**config.mk**
```make
export PLATFORM = sky130hd
export DESIGN_NAME = pcs_tx_scrambler_gearbox
export DESIGN_NICKNAME = d
export VERILOG_FILES = /design/src/rtl/pcs_tx_scrambler_gearbox.sv
export SDC_FILE = /design/constraint.sdc
export NUM_CORES = 1
export LEC_CHECK = 0
export BUFFER_PORTS_ARGS = -buffer_cell sky130_fd_sc_hd__buf_2
export CAP_MARGIN = 20
export CORE_AREA = 4 4 131 133
export CTS_CLUSTER_SIZE = 24
export DETAILED_ROUTE_END_ITERATION = 7
export DIE_AREA = 0 0 135 137
export GPL_ROUTABILITY_DRIVEN = 0
export PLACE_DENSITY = 0.91
export SKIP_LAST_GASP = 1
export SLEW_MARGIN = 10
export SYNTH_ARGS = -nofsm -noshare
export SYNTH_HDL_FRONTEND = slang
export SYNTH_SLANG_ARGS = --single-unit
```
**constraint.sdc**
```tcl
create_clock -name i_clk -period 6.7 [get_ports i_clk]
set_input_delay 1.34 -clock i_clk [delete_from_list [all_inputs] [get_ports i_clk]]
set_output_delay 1.34 -clock i_clk [all_outputs]
set_load 0.03 [all_outputs]
```
**src/rtl/pcs_tx_scrambler_gearbox.sv**
```systemverilog
// 10GBASE-R TX scrambler (x^58 + x^39 + 1) and 66b->32b gearbox.
// Block payload is scrambled in stage 1; stage 2 repacks {payload, hdr} into a continuous 32-bit stream.
module pcs_tx_scrambler_gearbox #(
  parameter int DATA_WIDTH      = 32,
  parameter int HDR_WIDTH       = 2,
  parameter int SCRAMBLE_BYPASS = 0
) (
  input  logic                  i_clk,
  input  logic                  i_reset_n,
  input  logic [DATA_WIDTH-1:0] i_encoded_data,
  input  logic [HDR_WIDTH-1:0]  i_sync_hdr,
  input  logic                  i_hdr_valid,
  output logic                  o_pause,
  output logic [DATA_WIDTH-1:0] o_tx_data,
  output logic                  o_align_err
);

  localparam logic [0:0] WAIT_SYNC = 1'b0;
  localparam logic [0:0] RUN       = 1'b1;
  localparam int         BUF_WIDTH = 2 * DATA_WIDTH + HDR_WIDTH;
  localparam logic [5:0] LAST_CNT  = 6'd32;

  logic [0:0]            state_reg, state_next;
  logic [5:0]            seq_cnt_reg, seq_cnt_next;
  logic [57:0]           scr_state_reg, scr_state_next, lfsr;
  logic                  fb;
  logic [DATA_WIDTH-1:0] scr_data;
  logic                  align_err_reg;
  logic                  s1_valid_reg, s1_word_reg, s1_is_a_reg;
  logic [DATA_WIDTH-1:0] s1_data_reg;
  logic [HDR_WIDTH-1:0]  s1_hdr_reg;
  logic [BUF_WIDTH-1:0]  res_reg, res_next, in_vec, combined;
  logic [6:0]            r_reg, r_next, in_bits;
  logic [DATA_WIDTH-1:0] tx_reg, tx_next;
  logic                  in_run, pause, accept, is_a, misaligned;

  assign in_run     = (state_reg == RUN);
  assign pause      = in_run && (seq_cnt_reg == LAST_CNT);
  assign accept     = in_run ? !pause : i_hdr_valid;
  // seq_cnt sits at 0 in WAIT_SYNC, so the locking word is treated as word A
  assign is_a       = ~seq_cnt_reg[0];
  assign misaligned = in_run && !pause && (i_hdr_valid != is_a);

  always_comb begin
    state_next   = state_reg;
    seq_cnt_next = seq_cnt_reg;
    if (accept || pause) begin
      state_next   = RUN;
      seq_cnt_next = pause ? 6'd0 : seq_cnt_reg + 6'd1;
    end
  end

  always_comb begin
    lfsr     = scr_state_reg;
    scr_data = '0;
    fb       = 1'b0;
    for (int i = 0; i < DATA_WIDTH; i++) begin
      if (SCRAMBLE_BYPASS != 0) fb = i_encoded_data[i];
      else                      fb = i_encoded_data[i] ^ lfsr[38] ^ lfsr[57];
      scr_data[i] = fb;
      lfsr        = {lfsr[56:0], fb};
    end
    scr_state_next = accept ? lfsr : scr_state_reg;
  end

  // New bits are appended above the R residue bits; the oldest 32 leave each cycle
  always_comb begin
    in_vec  = '0;
    in_bits = '0;
    if (s1_is_a_reg) begin
      in_vec  = BUF_WIDTH'({s1_data_reg, s1_hdr_reg});
      in_bits = 7'(DATA_WIDTH + HDR_WIDTH);
    end else if (s1_word_reg) begin
      in_vec  = BUF_WIDTH'(s1_data_reg);
      in_bits = 7'(DATA_WIDTH);
    end
    combined = res_reg | (in_vec << r_reg);
    tx_next  = '0;
    res_next = res_reg;
    r_next   = r_reg;
    if (s1_valid_reg) begin
      tx_next  = combined[DATA_WIDTH-1:0];
      res_next = combined >> DATA_WIDTH;
      r_next   = r_reg + in_bits - 7'(DATA_WIDTH);
    end
  end

  always_ff @(posedge i_clk or negedge i_reset_n) begin
    if (!i_reset_n) begin
      state_reg     <= WAIT_SYNC;
      seq_cnt_reg   <= '0;
      scr_state_reg <= '1;
      align_err_reg <= 1'b0;
      s1_valid_reg  <= 1'b0;
      s1_word_reg   <= 1'b0;
      s1_is_a_reg   <= 1'b0;
      s1_data_reg   <= '0;
      s1_hdr_reg    <= '0;
      res_reg       <= '0;
      r_reg         <= '0;
      tx_reg        <= '0;
    end else begin
      state_reg     <= state_next;
      seq_cnt_reg   <= seq_cnt_next;
      scr_state_reg <= scr_state_next;
      align_err_reg <= align_err_reg | misaligned;
      s1_valid_reg  <= accept || pause;
      s1_word_reg   <= accept;
      s1_is_a_reg   <= accept && is_a;
      s1_data_reg   <= scr_data;
      if (accept && is_a) s1_hdr_reg <= i_sync_hdr;
      res_reg       <= res_next;
      r_reg         <= r_next;
      tx_reg        <= tx_next;
    end
  end

  assign o_pause     = pause;
  assign o_tx_data   = tx_reg;
  assign o_align_err = align_err_reg;

endmodule
```
# ---- Word-level counts from Yosys, hierarchy flattened
# Index checks and enable logic that the tools add are counted.
dict set report word_totals {
  reg_bits 176
  word_cells 98
  output_inout_bits 34
}
dict set report classes {
  shift 1
  reduce_logical 6
  mux 7
  bitwise 67
  n_addsub 3
  eq_ne 2
}
# cell count
set op_table {}
lappend op_table {{66-bit two-way mux} 1}
lappend op_table {{34-bit by 66-bit OR with 66-bit output} 1}
lappend op_table {{66-bit by 7-bit left shift with 66-bit output} 1}
lappend op_table {{32-bit two-way mux} 2}
lappend op_table {{1-bit bitwise XOR} 64}
lappend op_table {{6-bit two-way mux} 3}
lappend op_table {{7-bit adder} 1}
lappend op_table {{7-bit by 6-bit subtractor with 7-bit output, second input constant} 1}
lappend op_table {{6-bit by 1-bit adder with 6-bit output, second input constant} 1}
lappend op_table {{6-bit equality test, second input constant} 1}
lappend op_table {{1-bit logical AND} 4}
lappend op_table {{1-bit zero test} 1}
lappend op_table {{1-bit logical OR} 1}
lappend op_table {{1-bit two-way mux} 1}
lappend op_table {{1-bit inequality test} 1}
lappend op_table {{1-bit NOT} 1}
lappend op_table {{1-bit OR} 1}

# ---- Logic depth before layout (Yosys ltp)
dict set report depth {
  word_depth 6
  depth_mapped 10
  ltp_nobuf 8
}

# ---- Least setup slack after synthesis
# Ideal clock, no wire load.
dict set report synth_path {
  path_kind {register -> output}
  startpoint {reg seq_cnt_reg[2]}
  endpoint {out o_pause}
  setup_slack_ns 3.924
  path_buffers 0
  stages_incl_launch_ff 3
  arrival_time_ns 1.436
  required_ns 5.360
  cell_sequence {dfrtp_1 or2_2 nor4b_2}
}
dict set report synth_between {
  elab_chain_cells 2
}
# item line_no
set synth_rtl {}
lappend synth_rtl {{start, declared} 24} ;# logic [5:0] seq_cnt_reg, seq_cnt_next;
lappend synth_rtl {{start signal, assigned} 104} ;# seq_cnt_reg <= seq_cnt_next;
lappend synth_rtl {{6-bit equality test} 38} ;# assign pause = in_run && (seq_cnt_reg == LAST_CNT);
lappend synth_rtl {{1-bit logical AND} 38}
lappend synth_rtl {{end, declared} 13} ;# output logic o_pause,
# Every way passes these cells.

# ---- Worst setup path in the final report
dict set report layout_path {
  startpoint {reg seq_cnt_reg[3]}
  endpoint {out o_pause}
}
# The elaborated chain is that of the path after synthesis.

==> summary.md <==
| Metric | Value |
|---|---|
| Ant. Diodes | 0 |
| Clock Latency Late Sink | 0.44 ns |
| Area contributors post-synth | dfrtp_1 31%, dfstp_2 16%, mux2_2 7.6% |
| Clock transition at path regs | 0.07 ns |
| Yosys top cell area share | 0.309 |
| GRT Total Usage | 0.261 |
| Crit path arrival time | 1.90 ns |
| Crit path launch type | flip-flop |
| Post-Route WL | 24.1 mm |
| Syn. warnings | 0 |
| First-pass detailed-route iteration total | 6 |
| P&R area growth vs syn | 11.1% |
| Layout net count | 948 |
| Final core occ | 0.664 |
| Syn_area_per_cell | 10.9 sq um |
| CP max stage delay | 0.45 ns |
| Post-synth EDFFs | 0 |
| Initial antenna violation count | 0 |
| Final Hold Viols | 0 |
| First-pass GRT wire length | 37.7 mm |
| Global route total overflow | 0 |
| Asr flop ratio synth | 1.00 |
| Num CTS Buffers | 17 |
| Total core area | 15800 sq um |
| Starting DRT DRC Count | 1056 |
| Final TNS setup | 0 ns |
| Post-synthesis sequential area ratio | 0.471 |
| DR vias | 7494 |
| Distinct cells, synth | 61 |
| Max reg flops | 58 |
| Period Utilization, post-route | 0.483 |
| Post-synth net total | 908 |
| # DRC | 0 |
| Yosys top cell by area | dfrtp_1 |
| DR WL/cell | 21.2 um |
| Met2 Resource Use GR | 0.419 |
| H-tree lvl count | 4 |
| Site Rows | 46 |
| Max Clock Freq | 309 MHz |
| Port buffer count | 70 |
| Met1 usage | 0.335 |
| Die width | 135 um |
| Die Height | 137 um |
| Clock root buffer | clkbuf_16 |
| Synth cell count leaders | 121 x nand2_1, 117 x dfrtp_1, 69 x xnor2_1 |
| # setup viols final | 0 |
| Ratio of cells with drive above 1 in the final layout | 0.291 |
| Max-capacitance violation count | 0 |
| Reg-to-reg slack, setup | 3.76 ns |
| Top FF cell, synth | dfrtp_1 |
| Cell area after synthesis | 9460 sq um |
| CP max-delay cell | dfrtp_1 |
| Worst slew margin | 0.340 |
| Area of the die | 18500 sq um |
| Most frequent cell after synthesis | nand2_1 |
| Num ports | 71 |
| Clock Sinks | 175 |
| CTS tree | built |
| DP HPWL | 16.4 mm |
| Largest net degree at the start of global routing | 120 |
| Grt met3 use | 0.0610 |
| Slew @ Worst Pin | 0.981 ns |
| Crit-path leading delay family | simple AND/OR/NAND/NOR gates |
| Most used routing layer | met2 |
| Number of post-CTS setup repair buffers | 0 |
| # fillers | 1137 |
| Final Max Tran Viols | 0 |
| RSZ-0062 raised after global routing | no |
| Antenna Nets Post-Route | 0 |
| Worst setup path class | flip-flop to primary output |
| Status | complete, no violations |
| Resize count post-CTS | 0 |
| CP required | 5.36 ns |
| Buf/Inv on CP | 1 |
| Synth Instances | 865 |
| Initial core utilization | 0.598 |
| Clock Path Buffers | 2 |
| Worst min path class | flip-flop to flip-flop |
| Crit path capture type | primary output |
| Via density | 6.61 |
| Critical path peak fanout | 6 |
| Tmin final | 3.24 ns |
| Post-synthesis register bit count | 175 |
| Worst-path cell chain | or2_2 > nor4b_2 > buf_2 |
| Vias in the first global route | 7093 |
| Clock skew | 0.0115 ns |
| Cts hold-fix bufs | 0 |
==> per-stage QoR <==
stage / hold WS (ns) / std cells / area, sq um / setup slack [ns]
4_1_cts: 0.453 / 1131 / 10500 / 3.46
2_1_floorplan: 0.432 / 865 / 9460 / 3.92
3_5_place_dp: 0.454 / 1099 / 9880 / 3.44
5_1_grt: 0.476 / 1134 / 10500 / 3.37
3_3_place_gp: 0.439 / 1099 / 9880 / 3.49
6_report: 0.453 / 1134 / 10500 / 3.46
==> tightest hold or removal path: cells and delay by family, from the launching register on <==
family,cells,cell delay [ns]
AND/OR/NAND/NOR,2,0.09
flip-flops,1,0.37
==> final timing paths <==
path / start / cells past startpoint / endpoint
setup / recovery: seq_cnt_reg[3]$_DFFE_PN0P_ / 3 / o_pause
hold / removal: scr_state_reg[1]$_DFFE_PN1P_ / 2 / scr_state_reg[33]$_DFFE_PN1P_
setup reg to reg: s1_is_a_reg$_DFF_PN0_ / 6 / o_tx_data[31]$_DFF_PN0_
hold reg to reg: scr_state_reg[1]$_DFFE_PN1P_ / 2 / scr_state_reg[33]$_DFFE_PN1P_
max in group asynchronous: i_reset_n / 2 / o_tx_data[13]$_DFF_PN0_
min in group asynchronous: i_reset_n / 1 / o_tx_data[30]$_DFF_PN0_
==> layout make-up <==
class | instances | area, sq um | share of cell area
Multi-Input combinational cell | 615 | 4680 | 0.446
Sequential cell | 175 | 4450 | 0.424
Clock buffer | 22 | 487 | 0.0463
Timing Repair Buffer | 81 | 472 | 0.0449
Tap cell | 216 | 270 | 0.0257
Clock inverter | 10 | 88.8 | 0.00845
Inverter | 15 | 56.3 | 0.00536
==> kinds of logic after synthesis <==
kind of cell,share of synthesized area
AO/OA/AOI/OAI,0.188
buffers and inverters,0.0350
XOR/XNOR,0.0648
AND/OR/NAND/NOR,0.0984
multiplexers,0.135
flip-flops,0.471
adder cells (fa/ha/maj),0.00794
==> metal layers <==
layer	vias up	wire length (um)	share of wire
met5	-	0	0
met4	0	1270	0.053
met3	108	2260	0.094
met2	486	11300	0.47
met1	3615	9200	0.38
li1	3285	-	-
==> cells in the final DEF, fill, tap and decap left out, types with 17 or more instances in the layout <==
cell type	synthesis	final
o21ai_0	23	23
a21oi_1	17	17
nand2_1	121	121
dfrtp_1	117	116
a221oi_1	17	17
dfstp_2	58	58
buf_2	13	69
clkbuf_16	0	19
a22oi_1	36	36
xnor2_1	69	69
nor2_1	36	36
a22o_1	25	25
mux2_2	64	64
Power is left out: the tool's default activity adds up to more than one toggle a clock period on the data nets, which glitch-free logic cannot reach.
